==> config.mk <==
export PLATFORM = sky130hd
export DESIGN_NAME = sccb_target
export DESIGN_NICKNAME = d
export VERILOG_FILES = /design/src/rtl/sccb_target.sv
export SDC_FILE = /design/constraint.sdc
export NUM_CORES = 1
export LEC_CHECK = 0
export BUFFER_PORTS_ARGS = -buffer_cell sky130_fd_sc_hd__buf_2
export CORE_ASPECT_RATIO = 0.75
export CORE_MARGIN = 2
export CORE_UTILIZATION = 67
export CTS_BUF_LIST = sky130_fd_sc_hd__clkbuf_16
export CTS_CLUSTER_SIZE = 28
export DETAILED_ROUTE_END_ITERATION = 16
export PLACE_DENSITY_LB_ADDON = 0.08
export SLEW_MARGIN = 5
export SYNTH_ARGS = -nofsm -noshare
export SYNTH_HDL_FRONTEND = slang
export SYNTH_SLANG_ARGS = --single-unit
==> constraint.sdc <==
create_clock -name sccb_clk -period 15.1 [get_ports sccb_clk]
set_input_delay 2.265 -clock sccb_clk [delete_from_list [all_inputs] [get_ports sccb_clk]]
set_output_delay 2.265 -clock sccb_clk [all_outputs]
set_load 0.03 [all_outputs]
==> src/rtl/sccb_target.sv <==
// SCCB responder: oversamples SIO_C/SIO_D, decodes 3-phase writes and 2-phase read
// transactions against an internal register file. Optional macro: SCCB_TARGET_AUTOINC_EN.
module sccb_target #(
    parameter logic [6:0] DEV_ID    = 7'h21,
    parameter int         REG_DEPTH = 16
) (
    input  logic       sccb_clk,
    input  logic       sccb_reset,
    input  logic       sio_c,
    input  logic       sio_d_in,
    output logic       sio_d_oe,
    output logic       wr_valid,
    output logic [7:0] wr_addr,
    output logic [7:0] wr_data,
    output logic       busy,
    input  logic [7:0] reg_rd_addr,
    output logic [7:0] reg_rd_data
);

    typedef enum logic [3:0] {
        S_IDLE, S_ID, S_ID_ACK, S_SUB, S_SUB_ACK,
        S_WDATA, S_WDATA_ACK, S_RDATA, S_RDATA_NA, S_IGNORE
    } state_t;

    state_t     state_q;
    logic [1:0] scl_sync_q, sda_sync_q;
    logic       scl_hist_q, sda_hist_q;
    logic [2:0] bit_cnt_q;
    logic       byte_done_q;
    logic [7:0] shift_q, tx_q, ptr_q;
    logic       rw_q;
    logic [7:0] regs_q [REG_DEPTH];
    logic [7:0] rd_ptr_byte;

    logic scl_s, sda_s, scl_rise, scl_fall, start_det, stop_det;

    assign scl_s     = scl_sync_q[1];
    assign sda_s     = sda_sync_q[1];
    assign scl_rise  =  scl_s & ~scl_hist_q;
    assign scl_fall  = ~scl_s &  scl_hist_q;
    assign start_det =  scl_s & scl_hist_q &  sda_hist_q & ~sda_s;
    assign stop_det  =  scl_s & scl_hist_q & ~sda_hist_q &  sda_s;

    // Out-of-range addresses match no entry and read as zero.
    function automatic logic [7:0] reg_lookup(input logic [7:0] addr);
        logic [7:0] v;
        v = 8'h00;
        for (int i = 0; i < REG_DEPTH; i++)
            if (addr == 8'(i)) v = regs_q[i];
        return v;
    endfunction

    // NOTE: give every always_comb output a default first so no latch is inferred.
    always_comb begin
        rd_ptr_byte = 8'h00;
        rd_ptr_byte = reg_lookup(ptr_q);
    end

    // Synchronizers reset low so a released bus never looks like a START.
    always_ff @(posedge sccb_clk or posedge sccb_reset) begin
        if (sccb_reset) begin
            scl_sync_q <= 2'b00;
            sda_sync_q <= 2'b00;
            scl_hist_q <= 1'b0;
            sda_hist_q <= 1'b0;
        end else begin
            // NOTE: sequential state uses non-blocking assignments only.
            scl_sync_q <= {scl_sync_q[0], sio_c};
            sda_sync_q <= {sda_sync_q[0], sio_d_in};
            scl_hist_q <= scl_sync_q[1];
            sda_hist_q <= sda_sync_q[1];
        end
    end

    always_ff @(posedge sccb_clk or posedge sccb_reset) begin
        if (sccb_reset) begin
            state_q     <= S_IDLE;
            bit_cnt_q   <= 3'd0;
            byte_done_q <= 1'b0;
            shift_q     <= 8'h00;
            tx_q        <= 8'h00;
            ptr_q       <= 8'h00;
            rw_q        <= 1'b0;
            sio_d_oe    <= 1'b0;
            busy        <= 1'b0;
            wr_valid    <= 1'b0;
            wr_addr     <= 8'h00;
            wr_data     <= 8'h00;
            // NOTE: the register file is small and must read zero after reset, so it is reset explicitly.
            for (int i = 0; i < REG_DEPTH; i++) regs_q[i] <= 8'h00;
        end else begin
            wr_valid <= 1'b0;
            if (start_det) begin
                state_q     <= S_ID;
                bit_cnt_q   <= 3'd0;
                byte_done_q <= 1'b0;
                sio_d_oe    <= 1'b0;
                busy        <= 1'b1;
            end else if (stop_det) begin
                state_q  <= S_IDLE;
                sio_d_oe <= 1'b0;
                busy     <= 1'b0;
            end else begin
                unique case (state_q)
                    S_ID, S_SUB, S_WDATA: begin
                        if (scl_rise) begin
                            shift_q   <= {shift_q[6:0], sda_s};
                            bit_cnt_q <= bit_cnt_q + 3'd1;
                            if (bit_cnt_q == 3'd7) byte_done_q <= 1'b1;
                        end else if (scl_fall && byte_done_q) begin
                            byte_done_q <= 1'b0;
                            bit_cnt_q   <= 3'd0;
                            if (state_q == S_ID) begin
                                if (shift_q[7:1] == DEV_ID) begin
                                    sio_d_oe <= 1'b1;
                                    rw_q     <= shift_q[0];
                                    state_q  <= S_ID_ACK;
                                end else begin
                                    sio_d_oe <= 1'b0;
                                    state_q  <= S_IGNORE;
                                end
                            end else if (state_q == S_SUB) begin
                                ptr_q    <= shift_q;
                                sio_d_oe <= 1'b1;
                                state_q  <= S_SUB_ACK;
                            end else begin
                                sio_d_oe <= 1'b1;
                                state_q  <= S_WDATA_ACK;
                                wr_valid <= 1'b1;
                                wr_addr  <= ptr_q;
                                wr_data  <= shift_q;
                                for (int i = 0; i < REG_DEPTH; i++)
                                    if (ptr_q == 8'(i)) regs_q[i] <= shift_q;
`ifdef SCCB_TARGET_AUTOINC_EN
                                ptr_q <= ptr_q + 8'd1;
`endif
                            end
                        end
                    end
                    S_ID_ACK: begin
                        if (scl_fall) begin
                            if (rw_q) begin
                                sio_d_oe  <= ~rd_ptr_byte[7];
                                tx_q      <= {rd_ptr_byte[6:0], 1'b0};
                                bit_cnt_q <= 3'd1;
                                state_q   <= S_RDATA;
                            end else begin
                                sio_d_oe <= 1'b0;
                                state_q  <= S_SUB;
                            end
                        end
                    end
                    S_SUB_ACK, S_WDATA_ACK: begin
                        if (scl_fall) begin
                            sio_d_oe <= 1'b0;
                            state_q  <= S_WDATA;
                        end
                    end
                    // bit_cnt_q counts bits already driven; wrap to 0 means all 8 are out.
                    S_RDATA: begin
                        if (scl_fall) begin
                            if (bit_cnt_q != 3'd0) begin
                                sio_d_oe  <= ~tx_q[7];
                                tx_q      <= {tx_q[6:0], 1'b0};
                                bit_cnt_q <= bit_cnt_q + 3'd1;
                            end else begin
                                sio_d_oe    <= 1'b0;
                                byte_done_q <= 1'b0;
                                state_q     <= S_RDATA_NA;
                            end
                        end
                    end
                    S_RDATA_NA: begin
                        if (scl_rise) begin
                            if (sda_s) begin
                                state_q <= S_IGNORE;
                            end else begin
                                byte_done_q <= 1'b1;
`ifdef SCCB_TARGET_AUTOINC_EN
                                ptr_q <= ptr_q + 8'd1;
`endif
                            end
                        end else if (scl_fall && byte_done_q) begin
                            sio_d_oe    <= ~rd_ptr_byte[7];
                            tx_q        <= {rd_ptr_byte[6:0], 1'b0};
                            bit_cnt_q   <= 3'd1;
                            byte_done_q <= 1'b0;
                            state_q     <= S_RDATA;
                        end
                    end
                    default: sio_d_oe <= 1'b0;
                endcase
            end
        end
    end

    always_ff @(posedge sccb_clk or posedge sccb_reset) begin
        if (sccb_reset) reg_rd_data <= 8'h00;
        else            reg_rd_data <= reg_lookup(reg_rd_addr);
    end

endmodule

After elaboration in Yosys (flattened, before gate mapping). Cells that the tools add are included.

Add/subtract/negate cells: 1. Shift operators: 0. Bitwise operators: 18. $mul: 0. Reductions and logical operators: 36. Magnitude comparators: 0. Equality and inequality tests: 67. Div/mod/pow operators: 0. Multiplexer cells: 99.

Operator list (number): $mux W8 (38); $eq A8 B4 Y1 const B (16); $reduce_and A8 Y1 (16); $eq A8 B3 Y1 const B (8); $mux W4 (13); $ne A4 B4 Y1 const B (11); $mux W3 (11); $eq A8 B2 Y1 const B (4); $mux W1 (31); $reduce_and A7 Y1 (4); $reduce_and A9 Y1 (3); $pmux W8 S3 (1); $ne A3 B3 Y1 const B (7); $pmux W4 S5 (1); $eq A4 B3 Y1 const B (4); $eq A8 B1 Y1 const B (2); $logic_not A8 Y1 (2); $ne A2 B2 Y1 const B (7); $pmux W3 S4 (1); $not A1 Y1 (11); $ne A5 B5 Y1 const B (2); $eq A4 B2 Y1 const B (2); $and A1 B1 Y1 (7); $eq A7 B6 Y1 const B (1); other kinds (17) (18).

Output and inout bits: 27. Register bits: 194. Bits in writable memories: 0. Bits in latches: 0. Logic and storage cells: 254. Input port bits: 12. Memory bits (read-only): 0. Memories kept: 0.

Logic depth before layout (Yosys ltp).
Depth in word-level cells: 23. Mapped depth: 9. Mapped depth without buffers: 8.

Least setup slack after synthesis. No wires, ideal clock.

Path type: input to register. Start point: input port reg_rd_addr[0]. End point: register reg_rd_data[2]. Required time: 14.966 ns. Path slack: 11.179 ns. Data arrival time: 3.788 ns. Stages: 7. Setup time: 0.134 ns. Path buffers: 2. Cell sequence: clkbuf_1 buf_2 mux4_2 nand2_1 o21ai_0 a222oi_1 o22ai_1.

Word-level cells in the longest chain between the ends: 17. Elaborated cells between the ends (all ways): 32. Those cells by class: 15 x eq/ne; 16 x mux; 1 x reduce/logical.

RTL lines: start: declaration (line 16) `input logic [7:0] reg_rd_addr,`; $logic_not A8 Y1 (line 49) `if (addr == 8'(i)) v = regs_q[i];`; $mux W8 (15 in series) (line 49); $mux W8 * (line 49); end signal: assignment (line 199) `else reg_rd_data <= reg_lookup(reg_rd_addr);`; end: declaration (line 17) `output logic [7:0] reg_rd_data`.

Every way passes the cells marked *; elsewhere a longest branch is shown, timed or not. A chain may end at the register's enable or synchronous reset.

Final worst setup path.
Start point: input port reg_rd_addr[1]. End point: register reg_rd_data[4].

Same word-level chain as after synthesis.

==> results.py <==
metrics = {
    "timing": {
        "slew_headroom_pct": 28.5,
        "rsz0062_at_grt": "no",
        "fin_setup_tns_ns": 0,
        "period_needed_ns": 3.91,
        "hold_slack_ns": 0.359,
        "setup_viol_count_final": 0,
        "drv_slew": 0,
        "hold_viol_final": 0,
        "clock-skew-final_ns": 0.0163,
        "period_share_pct": 25.9,
        "max_freq_mhz": 256,
        "worstMarginPinSlew_ns": 1.06,
    },
    "setup_path": {
        "arrival_ns": 4.21,
        "rr_worst_depth": 5,
        "critPathKind": "input port to flip-flop",
        "worstPathMaxFanout": 43,
        "crit_path_end_kind": "flip-flop",
        "cp.required_ns": 15.40,
        "worstReg2RegEnd": "regs_q[76]$_DFFE_PP0P_",
        "reg2reg_from": "ptr_q[2]$_DFFE_PP0P_",
        "path_cells": "buf_2 -> mux4_2 -> nand2_1 -> o21ai_0 -> a221oi_1 -> a21oi_1",
        "worst-r2r-setup-slack_ns": 11.81,
        "slowest_delay_ns": 0.72,
        "cpMaxStageDelayCell": "buf_2",
        "startpoint_type": "input port",
    },
    "synthesis": {
        "synth_top_family_by_area": "multiplexers",
        "async_flop_share_pct": 100,
        "ys_ff_latch": 193,
        "synthAdderAreaFrac_pct": 0.358,
        "yosysSeqAreaShare_pct": 46.1,
        "synth_fp_nets": 974,
        "synthMuxAreaShare_pct": 24.7,
        "ys_warn_count": 0,
        "synth-edff-count": 0,
        "avgSynthCellArea_um2": 10.9,
        "synth_xor_area_share_pct": 0.167,
        "synth-compound-area-share_pct": 12.5,
        "ys_types": 72,
        "yosys.area_share.simple_pct": 13.0,
        "syn-cell-area_um2": 10500,
        "synthFlopType": "dfrtp_1",
        "synth_cells": 959,
    },
    "global_route": {
        "grt_max_degree": 116,
        "grt_pass1_wl_mm": 47.8,
        "antenna_found_initial": 1,
        "grt_pass1_vias": 8244,
        "grt_overflow": 0,
        "grt_usage_pct": 38.0,
    },
    "detailed_routing": {
        "wirelength_mm": 30.4,
        "drtIter0Drc": 1304,
        "ant_nets": 0,
        "vias_per_cell": 7.19,
        "drtPass1Iterations": 6,
        "num_vias": 8403,
        "drc_errors": 0,
        "wl_per_cell_um": 26.0,
    },
    "clocking": {
        "insertion_delay_ns": 0.46,
        "cts_setup_buffers": 0,
        "htreeDepth": 4,
        "cts_buffer_depth": 2,
        "root_buffer": "clkbuf_16",
        "clk_pin_slew_worst_paths_ns": 0.08,
        "clock-sinks": 193,
        "cts_tree": "built",
        "cts_resized": 0,
        "cts_buffers": 17,
        "postCtsHoldBufs": 0,
    },
    "placement": {
        "hpwl_mm": 20.5,
        "place.gp.congestion": 1.01,
        "io_buffers": 38,
    },
    "floorplan": {
        "die-area_um2": 16700,
        "io-pin-count": 39,
        "fp.dieH_um": 112,
        "start_util_pct": 68.6,
        "fp.dieW_um": 148,
        "row_count": 39,
        "coreArea_um2": 15300,
    },
    "layout": {
        "fin_util_pct": 73.9,
        "n_antenna_cell": 0,
        "fin_nets": 966,
        "drive_gt1_share_pct": 28.2,
        "syn2layout_area_growth_pct": 7.67,
    },
    "worst_hold_path": {
        "hold_start": "scl_sync_q[0]$_DFF_PP0_",
        "hold_class": "flip-flop to flip-flop",
        "min_to": "scl_sync_q[1]$_DFF_PP0_",
        "hold_depth": 0,
    },
    "outcome": {
        "status": "complete, no violations",
    },
    "pwr": {
        "ir_drop_mv": 0.136,
        "leakagePower_nw": 5.28,
        "p_per_area_nw_per_um2": 143,
    },
    "flow_run": {
        "drv_cap": 0,
    },
}
cells in the mapped netlist (9+ instances only):
library cell	n	area share, %
mux2i_1	29	2.8
nor3_1	15	0.72
a21oi_1	59	2.8
o22ai_1	19	1.1
mux4_2	27	5.8
clkbuf_1	48	1.7
nand2b_1	13	0.78
dfrtp_1	193	46
inv_1	14	0.50
nand2_1	99	3.5
o21ai_0	55	2.6
buf_2	18	0.86
mux2_2	142	15
nor2b_1	16	0.95
o31ai_1	9	0.64
nor2_1	50	1.8
cell type report:
cell class,instances,area (um^2)
Tap cell,205,256
Clock buffer,17,425
Multi-Input combinational cell,681,5310
Timing Repair Buffer,43,228
Inverter,15,63.8
Sequential cell,193,4830
Fill cell,1044,3990
Clock inverter,15,171
cell usage in the layout, fill, tap and decap left out, types with 9 or more instances in the layout:
cell / n
dfrtp_1: 192
mux2_2: 142
nand2_1: 99
a21oi_1: 59
o21ai_0: 55
nor2_1: 50
buf_2: 38
mux2i_1: 29
mux4_2: 27
o22ai_1: 19
clkbuf_16: 17
nor2b_1: 16
nor3_1: 15
inv_1: 14
nand2b_1: 13
o31ai_1: 9
power breakdown:
part | total (mW) | switching (mW) | internal (mW)
Sequential | 0.696 | 0.131 | 0.565
Clock | 0.460 | 0.224 | 0.236
Combinational | 0.455 | 0.290 | 0.166
Total | 1.61 | 0.644 | 0.967
kinds of logic (layout without fill, tap and decap cells):
kind of cell	after synthesis	in the layout
buf+inv	85	90
fa+ha+maj	3	3
simple gates	262	262
mux	206	206
compound gates	208	208
xor+xnor	2	2
flops	193	193
metal layers:
metal  up-vias  part of all wire (%)  track usage (%)
li1       3512                     -                -
met1      4171                    41             56.9
met2       609                    43             54.1
met3       111                    12             9.76
met4         0                   3.8             14.3
met5         -                     0                0
how the worst max path moves through the flow:
stage,from,endpoint,slack (ns),cells past startpoint
floorplan,sccb_reset,bit_cnt_q[0]$_DFFE_PP0P_,7.58,1
global placement,reg_rd_addr[1],reg_rd_data[2]$_DFF_PP0_,10.83,6
detailed placement,reg_rd_addr[1],reg_rd_data[2]$_DFF_PP0_,10.78,6
CTS,reg_rd_addr[1],reg_rd_data[2]$_DFF_PP0_,11.24,6
global route,reg_rd_addr[1],reg_rd_data[2]$_DFF_PP0_,11.10,6
finish,reg_rd_addr[1],reg_rd_data[4]$_DFF_PP0_,11.19,6
registers in the layout (all words and copies together), names as in the netlist, 2 cells and up:
register and count:
state_q 4, wr_data 8, regs_q 128, tx_q 7, wr_addr 8, ptr_q 8, shift_q 8, scl_sync_q 2
bit_cnt_q 3, sda_sync_q 2, reg_rd_data 8
per-stage QoR:
stage          power (mW)  std cells  setup slack, ns  instance area (um^2)
6_report             1.61       1169            11.19                 11300
5_1_grt              1.67       1169            11.10                 11300
4_1_cts              1.60       1169            11.24                 11300
3_5_place_dp         1.14       1137            10.78                 10700
3_3_place_gp         1.12       1137            10.83                 10700
2_1_floorplan        1.00        959             7.58                 10500
critical path, delay by kind of cell:
family | cells | cell delay (ns)
mux | 1 | 0.59
buf+inv | 1 | 0.72
simple gates | 1 | 0.07
compound gates | 3 | 0.53
No activity file was read; power rests on OpenSTA's default activity.
